`config.mk`:
```
export PLATFORM = sky130hd
export DESIGN_NAME = vga_draw_arbiter
export DESIGN_NICKNAME = d
export VERILOG_FILES = /design/src/rtl/vga_draw_arbiter.sv
export SDC_FILE = /design/constraint.sdc
export NUM_CORES = 1
export LEC_CHECK = 0
export CAP_MARGIN = 20
export CORE_MARGIN = 5
export CORE_UTILIZATION = 36
export DETAILED_ROUTE_END_ITERATION = 10
export PLACE_DENSITY = 0.8
export SLEW_MARGIN = 20
export SYNTH_ARGS = -nofsm -noshare
export SYNTH_HDL_FRONTEND = slang
export SYNTH_SLANG_ARGS = --single-unit
```
`constraint.sdc`:
```
create_clock -name clk -period 1.35 [get_ports clk]
set_input_delay 0.27 -clock clk [delete_from_list [all_inputs] [get_ports clk]]
set_output_delay 0.27 -clock clk [all_outputs]
set_load 0.005 [all_outputs]
```
`src/rtl/vga_draw_arbiter.sv`:
```
// vga_draw_arbiter
//   Shares the single VGA adapter write port between the sprite-drawing FSMs
//   (index 0 = player, then alien bank, bullets). One requester is granted at a
//   time, round-robin, and keeps the grant until its last pixel, a dropped
//   request, or a hold timeout. All VGA-side outputs are registered.
//
//   Optional feature, macro VGA_FRAME_CLEAR_EN: a frame_tick queues a
//   full-screen clear sweep (colour 0) that runs from IDLE before the next grant.
//
// Ports
//   clk, reset_n            clock, synchronous active-low reset
//   frame_tick              one-cycle pulse per frame
//   req / wr / last         per-requester request level, pixel strobe, final pixel
//   req_x/req_y/req_colour  flattened per-requester pixel data (slice i)
//   gnt                     one-hot grant (registered)
//   vga_x/vga_y/vga_colour  registered pixel to the VGA adapter
//   vga_plot                registered write enable to the VGA adapter
//   busy                    state != IDLE
//   hold_err                sticky, set when a grant is released by timeout
module vga_draw_arbiter #(
    parameter int N_REQ    = 3,
    parameter int X_W      = 8,
    parameter int Y_W      = 7,
    parameter int COL_W    = 3,
    parameter int MAX_HOLD = 64,
    parameter int SCREEN_W = 160,
    parameter int SCREEN_H = 120
) (
    input  logic                   clk,
    input  logic                   reset_n,
    input  logic                   frame_tick,
    input  logic [N_REQ-1:0]       req,
    input  logic [N_REQ-1:0]       wr,
    input  logic [N_REQ-1:0]       last,
    input  logic [N_REQ*X_W-1:0]   req_x,
    input  logic [N_REQ*Y_W-1:0]   req_y,
    input  logic [N_REQ*COL_W-1:0] req_colour,
    output logic [N_REQ-1:0]       gnt,
    output logic [X_W-1:0]         vga_x,
    output logic [Y_W-1:0]         vga_y,
    output logic [COL_W-1:0]       vga_colour,
    output logic                   vga_plot,
    output logic                   busy,
    output logic                   hold_err
);

    localparam int IDX_W  = (N_REQ > 1) ? $clog2(N_REQ) : 1;
    localparam int HOLD_W = (MAX_HOLD > 1) ? $clog2(MAX_HOLD) : 1;

`ifdef VGA_FRAME_CLEAR_EN
    typedef enum logic [1:0] {IDLE, GRANT, CLEAR} state_t;
`else
    typedef enum logic {IDLE, GRANT} state_t;
`endif

    state_t             state;
    logic [IDX_W-1:0]   g_idx;
    logic [IDX_W-1:0]   rr_ptr;
    logic [HOLD_W-1:0]  hold_cnt;

    logic               sel_valid;
    logic [IDX_W-1:0]   sel_idx;
    logic [N_REQ-1:0]   sel_oh;
    logic [X_W-1:0]     g_x;
    logic [Y_W-1:0]     g_y;
    logic [COL_W-1:0]   g_colour;
    logic               g_wr, g_last, g_req;
    logic               timeout;
    logic [IDX_W-1:0]   next_ptr;

`ifdef VGA_FRAME_CLEAR_EN
    logic               clear_pend;
    logic [X_W-1:0]     clr_x;
    logic [Y_W-1:0]     clr_y;
`else
    logic               unused_cfg;
    assign unused_cfg = frame_tick ^ (SCREEN_W > 0) ^ (SCREEN_H > 0);
`endif

    // Round-robin pick: first set req at offset k from rr_ptr, modulo N_REQ.
    always_comb begin
        sel_valid = 1'b0;
        sel_idx   = '0;
        sel_oh    = '0;
        for (int unsigned k = 0; k < N_REQ; k++) begin
            for (int unsigned j = 0; j < N_REQ; j++) begin
                if (!sel_valid && req[j] && ((32'(rr_ptr) + k) % N_REQ) == j) begin
                    sel_valid = 1'b1;
                    sel_idx   = IDX_W'(j);
                    sel_oh    = '0;
                    sel_oh[j] = 1'b1;
                end
            end
        end
    end

    // Granted requester's slice.
    always_comb begin
        g_x      = '0;
        g_y      = '0;
        g_colour = '0;
        g_wr     = 1'b0;
        g_last   = 1'b0;
        g_req    = 1'b0;
        for (int unsigned i = 0; i < N_REQ; i++) begin
            if (g_idx == IDX_W'(i)) begin
                g_x      = req_x[i*X_W +: X_W];
                g_y      = req_y[i*Y_W +: Y_W];
                g_colour = req_colour[i*COL_W +: COL_W];
                g_wr     = wr[i];
                g_last   = last[i];
                g_req    = req[i];
            end
        end
    end

    assign timeout  = (hold_cnt == HOLD_W'(MAX_HOLD - 1));
    assign next_ptr = (g_idx == IDX_W'(N_REQ - 1)) ? '0 : g_idx + 1'b1;
    assign busy     = (state != IDLE);

    always_ff @(posedge clk) begin
        if (!reset_n) begin
            state      <= IDLE;
            gnt        <= '0;
            g_idx      <= '0;
            rr_ptr     <= '0;
            hold_cnt   <= '0;
            hold_err   <= 1'b0;
            vga_x      <= '0;
            vga_y      <= '0;
            vga_colour <= '0;
            vga_plot   <= 1'b0;
`ifdef VGA_FRAME_CLEAR_EN
            clear_pend <= 1'b0;
            clr_x      <= '0;
            clr_y      <= '0;
`endif
        end else begin
            case (state)
                IDLE: begin
                    gnt      <= '0;
                    vga_plot <= 1'b0;
                    hold_cnt <= '0;
`ifdef VGA_FRAME_CLEAR_EN
                    if (clear_pend) begin
                        state      <= CLEAR;
                        clear_pend <= 1'b0;
                        clr_x      <= '0;
                        clr_y      <= '0;
                    end else
`endif
                    if (sel_valid) begin
                        state <= GRANT;
                        gnt   <= sel_oh;
                        g_idx <= sel_idx;
                    end
                end
                GRANT: begin
                    vga_x      <= g_x;
                    vga_y      <= g_y;
                    vga_colour <= g_colour;
                    vga_plot   <= g_wr;
                    if (!timeout)
                        hold_cnt <= hold_cnt + 1'b1;
                    if ((g_wr && g_last) || !g_req || timeout) begin
                        state  <= IDLE;
                        gnt    <= '0;
                        rr_ptr <= next_ptr;
                        // Only a genuine timeout flags an error, not a normal
                        // release that happens to land on the final count.
                        if (timeout && g_req && !(g_wr && g_last))
                            hold_err <= 1'b1;
                    end
                end
`ifdef VGA_FRAME_CLEAR_EN
                CLEAR: begin
                    gnt        <= '0;
                    vga_x      <= clr_x;
                    vga_y      <= clr_y;
                    vga_colour <= '0;
                    vga_plot   <= 1'b1;
                    if (clr_x == X_W'(SCREEN_W - 1)) begin
                        clr_x <= '0;
                        if (clr_y == Y_W'(SCREEN_H - 1)) begin
                            clr_y <= '0;
                            state <= IDLE;
                        end else begin
                            clr_y <= clr_y + 1'b1;
                        end
                    end else begin
                        clr_x <= clr_x + 1'b1;
                    end
                end
`endif
                default: state <= IDLE;
            endcase
`ifdef VGA_FRAME_CLEAR_EN
            // Placed after the case so a tick on the CLEAR-entry cycle is kept.
            if (frame_tick)
                clear_pend <= 1'b1;
`endif
        end
    end

endmodule
```
==> results.ini <==
[outcome]
status=finished with violations
violations=setup timing

[yosys]
synth_xor_area_frac=0.009649
yosys.area_share.simple=0.1578
synthMuxAreaShare=0.1213
yosysWarnings=0
synthArstFlopShare=0
seq_area_frac_synth=0.3749
yosys-top-cells-area=dfxtp_1 (37%), mux2i_1 (12%), o211a_1 (9.9%), o211ai_1 (7.9%), nand2_1 (6.2%)
yosysTopAreaCell=dfxtp_1
yosysTopAreaCellShare=0.3749
ys_types=36
synth_nets=271
ys.flop_type=dfxtp_1
synth_area_per_cell_sq_um=8.988
syn_inst=202
synth_seq_cells=34
synth_edf_count=0
syn_area_sq_um=1815
synth_compound_area_frac=0.2653
synth_fa_ha_area_frac=0.02068
synth_top_family_by_area=compound AO/OA/AOI/OAI gates

[timing]
hold_viol=0
fmax_ghz=0.7158
rsz0062_at_grt=true
timing.final.crit_share=1.035
worstMarginPinSlew_ns=0.3118
post-route-min-period_ns=1.397
slew_headroom=0.7921
slew_viol_final=0
setup_viol=3
finalClockSkew_ns=0.004120
fin_setup_tns_ns=-0.1159
timing.final.ws_setup_ns=-0.04695

[pwr]
p_per_area_nw_per_um2=1027
leakagePower_uw=0.001356
ir_drop_uv=587.2

[drt]
routed_wl_um=5492
drt_iter0_drc=94
wl_met1_um=2229
drc=0
drtAntennaViolNets=0
vias_per_cell=5.029
dr.pass1.iters=4
highest_layer=met4
met2WireLength_um=2828
num_vias=1876
wl_met3_um=405
wl_per_cell_um=14.72

[critical_path]
path_max_fanout=5
critPathCaptureType=register
path_class=reg -> reg
required_ns=1.52
start_kind=register
arrival_ns=1.57

[final_layout]
fin_nets=376
area_growth_pct=70.16
fin_util=0.6413
antenna_cells=0
final_common_cell=clkdlybuf4s50_1
layout-drive-gt1-share=0.1863
layout.cells.non_filler=373
final_cell_mix=clkdlybuf4s50_1 (60), nand2_1 (29), dlygate4sd2_1 (28), dfxtp_1 (27), mux2i_1 (22)

[placed_design]
place_congestion=0.8331
dp_cells=364
place_hpwl_um=4224
io_buffers=88

[global_routing]
grt_pass1_wl_um=8880
antenna_found_initial=0
grt_overflow=0
grt_max_degree=22
grtUsageTotal=0.1731
grt_pass1_vias=1957

[worst_hold_path]
hp-class=in -> reg

[floorplan]
die_area_sq_um=6563
fp.coreArea_sq_um=4817
die_y_um=81.02
initial_core_util=0.3769
io_pins=90
num_rows=25
fp.dieW_um=81.02

[clock_network]
cts_buffers=5
h-tree-depth=2
cts_tree=yes
clk_pin_slew_ns=0.07
cts_root_buffer=clkbuf_8
cts_hold_buf=0
cts.sinks=34
clk_latency_ns=0.28
cts.path.max_buffers=2

[flow_run]
drv_cap=0

## synth_stat cells, types with 2 or more instances
| master | n |
|---|---|
| a21oi_1 | 5 |
| nand3_1 | 2 |
| clkbuf_1 | 9 |
| o21ai_1 | 2 |
| nand3b_1 | 2 |
| o211a_1 | 18 |
| nand4_1 | 2 |
| inv_1 | 7 |
| nor3_1 | 3 |
| ha_1 | 3 |
| buf_2 | 4 |
| nand2_1 | 30 |
| nor2b_1 | 2 |
| a211oi_1 | 3 |
| nor2_1 | 9 |
| o22ai_1 | 2 |
| a21boi_1 | 2 |
| and2_1 | 4 |
| dfxtp_1 | 34 |
| a21boi_0 | 2 |
| mux2i_1 | 22 |
| o21ai_0 | 3 |
| o211ai_1 | 19 |
## critical path, stage by stage, from the launching register on
cell,delay (ns)
dfxtp_4,0.36
inv_2,0.04
ha_4,0.27
inv_4,0.04
a211o_1,0.31
nand2_1,0.09
o21ai_1,0.05
and2_1,0.13
## final timing paths
check,from,to,slack (ns),cells after the start
min,wr[1],vga_plot,0.43,3
max,rr_ptr[0],g_idx[1],-0.05,7
min reg2reg,vga_x[0],vga_x[0],0.48,1
max reg2reg,rr_ptr[0],g_idx[1],-0.05,7
## power breakdown
group          internal [uW]  switching [uW]  leakage [uW]
Clock                    393             341     0.0000431
Combinational            683             521       0.00103
Sequential              1150            83.7      0.000283
## routing by layer
metal,vias up,GRT usage
li1,946,-
met1,872,0.1889
met2,53,0.3210
met3,5,0.06430
met4,0,0.03041
met5,-,0
## sequential cells by signal (all words and copies together) (netlist names)
name	cells
g_idx	2
vga_y	7
hold_err	1
vga_x	8
vga_colour	3
gnt	3
vga_plot	1
rr_ptr	2
hold_cnt	6
busy	1
## per-stage QoR
| step | area, sq um | hold slack (ns) | power [uW] | setup WS [ns] |
|---|---|---|---|---|
| floorplan | 1833 | 0.4086 | 1819 | -0.001047 |
| global placement | 2910 | 0.4590 | 2414 | -0.4113 |
| detailed placement | 2910 | 0.4680 | 2438 | -0.4403 |
| CTS | 3038 | 0.4380 | 3156 | -0.06374 |
| global route | 3089 | 0.4852 | 3367 | -0.1313 |
| finish | 3089 | 0.4318 | 3173 | -0.04695 |
## cells by family after synthesis
| kind of cell | after synthesis |
|---|---|
| AOI/OAI and AO/OA | 61 |
| and+or+nand+nor | 58 |
| DFF | 34 |
| buffers and inverters | 22 |
| xor gates and xnor gates | 2 |
| muxes | 22 |
| adders and majority gates | 3 |
## final cells by class
type | instances | area, sq um
clock buffer | 6 | 82.58
fill | 425 | 1728
inverter | 7 | 28.78
multi-input combinational | 146 | 1130
sequential | 34 | 694.4
tap | 67 | 83.83
timing repair buffer | 113 | 1070
## timing repair
item,CTS,global route
hold endpoints to repair,0,0
setup buffers,1,1
endpoints found under the setup margin,48,25
pin swaps,13,5
gates resized for setup,48,14
gates cloned,0,1
Power figures use the tool's default switching activity.
